### src/rtl/switch_debouncer.sv
// Multi-bit switch debouncer: two-flop synchronizer, shared tick prescaler and
// per-bit saturating persistence counters. Define SWITCH_DEBOUNCER_EDGE_EN to build edge strobes.
module switch_debouncer #(
    parameter int WIDTH          = 10,
    parameter int DEBOUNCE_TICKS = 4,
    parameter int PRESCALE       = 1
) (
    input  logic             clk,
    input  logic             reset_n,
    input  logic [WIDTH-1:0] sw_in,
    output logic [WIDTH-1:0] out_port,
    output logic [WIDTH-1:0] rise_pulse,
    output logic [WIDTH-1:0] fall_pulse
);

    localparam int CW = $clog2(DEBOUNCE_TICKS + 1);
    localparam int PW = (PRESCALE > 1) ? $clog2(PRESCALE) : 1;
    localparam logic [CW-1:0] CNT_LAST = CW'(DEBOUNCE_TICKS - 1);
    localparam logic [PW-1:0] PRE_LAST = PW'(PRESCALE - 1);

    logic [WIDTH-1:0]         sync1_q;
    logic [WIDTH-1:0]         sync2_q;
    logic [WIDTH-1:0]         out_q;
    logic [WIDTH-1:0]         out_d;
    logic [WIDTH-1:0][CW-1:0] cnt_q;
    logic [WIDTH-1:0][CW-1:0] cnt_d;
    logic [PW-1:0]            pre_q;
    logic [PW-1:0]            pre_d;
    logic                     tick_s;

    // Two-flop synchronizer for the raw pad levels.
    always_ff @(posedge clk or negedge reset_n) begin
        if (!reset_n) begin
            sync1_q <= '0;
            sync2_q <= '0;
        end else begin
            sync1_q <= sw_in;
            sync2_q <= sync1_q;
        end
    end

    // Prescaler next state; a count of PRESCALE-1 is the tick and wraps to zero.
    always_comb begin
        tick_s = (pre_q == PRE_LAST);
        if (tick_s) begin
            pre_d = '0;
        end else begin
            pre_d = pre_q + PW'(1);
        end
    end

    // Per-bit persistence counters: agreement clears at once, disagreement advances on ticks only.
    always_comb begin
        out_d = out_q;
        cnt_d = cnt_q;
        for (int i = 0; i < WIDTH; i++) begin
            if (sync2_q[i] == out_q[i]) begin
                cnt_d[i] = '0;
            end else if (tick_s) begin
                if (cnt_q[i] == CNT_LAST) begin
                    out_d[i] = sync2_q[i];
                    cnt_d[i] = '0;
                end else begin
                    cnt_d[i] = cnt_q[i] + CW'(1);
                end
            end else begin
                cnt_d[i] = cnt_q[i];
            end
        end
    end

    // Debounce state register.
    always_ff @(posedge clk or negedge reset_n) begin
        if (!reset_n) begin
            pre_q <= '0;
            cnt_q <= '0;
            out_q <= '0;
        end else begin
            pre_q <= pre_d;
            cnt_q <= cnt_d;
            out_q <= out_d;
        end
    end

    assign out_port = out_q;

`ifdef SWITCH_DEBOUNCER_EDGE_EN
    logic [WIDTH-1:0] rise_q;
    logic [WIDTH-1:0] fall_q;

    // Strobes register alongside out_q so they coincide with the accepted change.
    always_ff @(posedge clk or negedge reset_n) begin
        if (!reset_n) begin
            rise_q <= '0;
            fall_q <= '0;
        end else begin
            rise_q <= out_d & ~out_q;
            fall_q <= out_q & ~out_d;
        end
    end

    assign rise_pulse = rise_q;
    assign fall_pulse = fall_q;
`else
    assign rise_pulse = '0;
    assign fall_pulse = '0;
`endif

endmodule

### config.mk
export PLATFORM = sky130hd
export DESIGN_NAME = switch_debouncer
export DESIGN_NICKNAME = d
export VERILOG_FILES = /design/src/rtl/switch_debouncer.sv
export SDC_FILE = /design/constraint.sdc
export NUM_CORES = 1
export LEC_CHECK = 0
export ABC_AREA = 1
export CAP_MARGIN = 10
export CORE_MARGIN = 2
export CORE_UTILIZATION = 30
export DETAILED_ROUTE_END_ITERATION = 6
export GPL_TIMING_DRIVEN = 0
export HOLD_SLACK_MARGIN = 0.02
export MAX_ROUTING_LAYER = met4
export PLACE_DENSITY = 0.57
export SETUP_SLACK_MARGIN = 0.5
export SLEW_MARGIN = 15
export SYNTH_ARGS = -nofsm -noshare
export SYNTH_HDL_FRONTEND = slang
export SYNTH_SLANG_ARGS = --single-unit
### constraint.sdc
create_clock -name clk -period 2.3 [get_ports clk]
set_input_delay 0.345 -clock clk [delete_from_list [all_inputs] [get_ports clk]]
set_output_delay 0.345 -clock clk [all_outputs]
set_load 0.1 [all_outputs]
After elaboration in Yosys (flattened, before gate mapping)

Index checks and enable logic that the tools add are counted.

Equality and inequality tests: 30
Multiplexer cells: 31
$add $sub $neg: 11
Reductions and logical operators: 10
Bitwise logic cells: 11

Operators with widths:

| kind                                                | number |
|---|---|
| two-way mux 3 bit                                   | 30 |
| adder 3 x 1 -> 3 bit, second input constant         | 10 |
| equality test 3 x 2 -> 1 bit, second input constant | 10 |
| AND reduction 3 bit                                 | 10 |
| != test 2 x 1 -> 1 bit, second input constant       | 10 |
| inverter 1 bit                                      | 11 |
| equality test 1 bit                                 | 10 |
| adder 1 bit, second input constant                  | 1 |
| two-way mux 1 bit                                   | 1 |

Word-level logic and storage cells: 116
Output and inout port bits: 30
Flip-flop bits (word level): 61
Bits of input ports: 12

Depth between registers and ports, before layout

Depth after elaboration: 4
Mapped depth: 4
Gate-level depth less buffers: 4

Least setup slack after synthesis

No wires, ideal clock.

Kind: register -> register
Start point: register out_q[0], in the netlist out_port[0]
End point: register cnt_q[0] (netlist bit)
Path buffers: 0
Period minus slack after synthesis: 1.338 ns
Cell stages (with the launch flop): 4
Library setup time: 0.116 ns
Data arrival time: 1.222 ns
Data required time: 2.184 ns
Setup slack: 0.962 ns
Cells stage by stage: dfrtp_1 > nand2_1 > nand2_2 > nor2_1

RTL lines:

| item                   | RTL line | RTL |
|---|---|---|
| start, declared        | 23       | `logic [WIDTH-1:0] out_q;` |
| start signal, assigned | 81       | `out_q <= out_d;` |
| end signal, assigned   | 80       | `cnt_q <= cnt_d;` |
| end, declared          | 25       | `logic [WIDTH-1:0][CW-1:0] cnt_q;` |

Worst setup path in the final report

Start point: register out_q[4], in the netlist out_port[4]
End point: output port out_port[4]

RTL lines:

| item          | RTL line | RTL |
|---|---|---|
| end, declared | 11       | `output logic [WIDTH-1:0] out_port,` |

No word-level cell between the ends.

==> impl_metrics.env <==
export IMPL_synth_edff_count=0
export IMPL_cts_htree_levels=3
export IMPL_antenna_cells=0
export IMPL_grt_ovfl_total=0
export IMPL_rows=33
export IMPL_ys_warn_count=0
export IMPL_synth_cell_type_count=9
export IMPL_cp_top_family="buffers and inverters"
export IMPL_cts_buffers=9
export IMPL_syn_avg_cell_area_um2=9.35
export IMPL_drtIter0Drc=32
export IMPL_slew_headroom_pct=63.8
export IMPL_finClkSkew_ns=0.00631
export IMPL_wl_met3_um=203
export IMPL_grt_pass1_wl_um=6220
export IMPL_reg2reg_depth=4
export IMPL_cts_clk_slew_worst_paths_ns=0.07
export IMPL_end_kind="output pin"
export IMPL_drive_above_1_share_pct=22.5
export IMPL_hold_path_startpoint="sync1_q[6]$_DFF_PN0_"
export IMPL_p_total_w=0.00402
export IMPL_hold_path_depth=0
export IMPL_timing_final_crit_share_pct=71.3
export IMPL_leakage_nw=1.70
export IMPL_powerDensity_nw_per_um2=1250
export IMPL_vias=1613
export IMPL_synthFlopType="dfrtp_1"
export IMPL_ant_nets=0
export IMPL_holdPathEnd="sync2_q[6]$_DFF_PN0_"
export IMPL_worstReg2RegEnd="cnt_q[7]$_DFF_PN0_"
export IMPL_yosysSeqAreaShare_pct=59.3
export IMPL_synth_top_area_share_pct=59.3
export IMPL_area_delta_synth_final_pct=26.9
export IMPL_top_layer_used="met4"
export IMPL_slowest_delay_ns=0.57
export IMPL_place_gp_congestion=0.719
export IMPL_dr_pass1_iters=4
export IMPL_cts_tree="yes"
export IMPL_cts_sinks=60
export IMPL_r2r_start="cnt_q[6]$_DFF_PN0_"
export IMPL_dieArea_um2=9200
export IMPL_ir_worst_vdd_uv=506
export IMPL_hold_path_class="flop to flop"
export IMPL_startpoint_type="flop"
export IMPL_path_buf_inv=1
export IMPL_synth_area_leaders="dfrtp_1 (59%), nand2_1 (8.9%), inv_1 (8.0%), nand2_2 (6.4%), buf_4 (5.9%)"
export IMPL_pin_count=42
export IMPL_synth_top_area_cell="dfrtp_1"
export IMPL_cp_arrival_ns=1.30
export IMPL_cts_root_buf="clkbuf_8"
export IMPL_antenna_found_initial=0
export IMPL_slew_violations=0
export IMPL_cts_buffer_depth=2
export IMPL_wl_um=3440
export IMPL_rsz0062_at_grt="no"
export IMPL_slowest_stage="clkdlybuf4s15_2"
export IMPL_finalCriticalPeriod_ns=1.64
export IMPL_outcome="completed"
export IMPL_wl_met1_um=1500
export IMPL_cts_setup_buffers=0
export IMPL_r2r_setup_slack_ns=1.36
export IMPL_via_per_inst=3.72
export IMPL_required_ns=1.96
export IMPL_syn_inst=271
export IMPL_dp_hpwl_um=2370
export IMPL_core_area_um2=8220
export IMPL_drcViolationCount=0
export IMPL_fp_dieW_um=95.9
export IMPL_worst_pin_slew_ns=0.546
export IMPL_ys_top_cells_by_count="dfrtp_1 (60), nand2_1 (60), inv_1 (54), nor2_1 (30), nand2_2 (26)"
export IMPL_finalHoldViolations=0
export IMPL_ys_seq_elements=60
export IMPL_portBuffers=21
export IMPL_start_util_pct=30.8
export IMPL_finalNonFillerCells=434
export IMPL_critPathKind="flop to output pin"
export IMPL_maxCapViolCount=0
export IMPL_dr_wl_met2_um=1700
export IMPL_synthArstFlopShare_pct=100
export IMPL_grt_max_degree=61
export IMPL_fin_nets=346
export IMPL_die_h_um=95.9
export IMPL_crit_fanout=4
export IMPL_fmax_ghz=0.610
export IMPL_crit_chain="clkdlybuf4s15_2"
export IMPL_grt_use_total_pct=9.33
export IMPL_setup_violations=0
export IMPL_first_global_vias=1488
export IMPL_netlist_area_um2=2530
export IMPL_wl_per_cell_um=7.92
export IMPL_clk_latency_ns=0.33
export IMPL_dp_cells=417
per-stage QoR:
step	instance area [µm²]	setup TNS, ns	worst slack [ns]	hold WS, ns	util, %
6_report	3220	0	0.660	0.347	39.1
5_1_grt	3220	0	0.575	0.350	39.1
4_1_cts	3220	0	0.621	0.349	39.1
3_5_place_dp	2970	0	0.424	0.336	36.2
3_3_place_gp	2950	-65.89	-1.10	0.333	35.9
2_1_floorplan	2610	0	0.962	0.0494	-
routing by layer:
layer  GRT usage [%]  vias up
met5               -        -
met4            5.36        0
met3            3.99        5
met2            14.6       32
met1            9.91      723
li1                -      853
placed cells by master, fill, tap and decap left out, types with 10 or more instances in the layout:
cell type        count
nand2_1             60
dfrtp_1             60
inv_1               54
nor2_1              30
nand2_2             26
buf_4               21
conb_1              20
clkbuf_8            13
nand3_1             10
ha_1                10
clkdlybuf4s50_1     10
clkdlybuf4s15_2     10
power breakdown:
| group | internal, W | switching, W |
|---|---|---|
| Clock | 0.000617 | 0.000403 |
| Combinational | 0.000418 | 0.00114 |
| Sequential | 0.00130 | 0.000145 |
timing repair:
item	4_1_cts	5_1_grt
hold buffers	1	0
endpoints found under the hold margin	60	0
endpoints found under the setup margin	10	0
gates resized for setup	30	0
layout make-up:
cell class,instances,area [µm²]
Sequential cell,60,1500
Multi-Input combinational cell,156,751
Tap cell,105,131
Clock buffer,13,179
Buffer,20,150
Fill cell,809,5000
Inverter,54,203
Clock inverter,3,42.5
Timing Repair Buffer,23,258
worst reg2reg max path: stages, from the launching register on:
cell     delay [ns]
dfrtp_1        0.39
ha_1           0.24
nand2_2        0.09
nand2_1        0.05
nor2_1         0.10
kinds of logic (layout without fill, tap and decap cells):
logic type | after synthesis | in the layout | synth area share (%)
other cells | 1 | 20 | 0.148
simple gates | 126 | 126 | 21.7
fa+ha+maj | 10 | 10 | 4.94
buf+inv | 74 | 113 | 13.9
flops | 60 | 60 | 59.3
flip-flops by register name (all words and copies together), names as in the netlist:
name,cells
out_port,10
cnt_q,30
sync2_q,10
sync1_q,10
worst max path at each step:
stage / endpoint / slack [ns] / depth (start not counted) / start
floorplan: cnt_q[0]$_DFF_PN0_ / 0.96 / 3 / out_port[0]$_DFFE_PN0P_
global placement: cnt_q[0]$_DFF_PN0_ / -1.10 / 1 / reset_n
detailed placement: out_port[3] / 0.42 / 1 / out_port[3]$_DFFE_PN0P_
CTS: out_port[3] / 0.62 / 1 / out_port[3]$_DFFE_PN0P_
global route: out_port[4] / 0.57 / 1 / out_port[4]$_DFFE_PN0P_
finish: out_port[4] / 0.66 / 1 / out_port[4]$_DFFE_PN0P_
No activity file was read; power rests on OpenSTA's default activity.
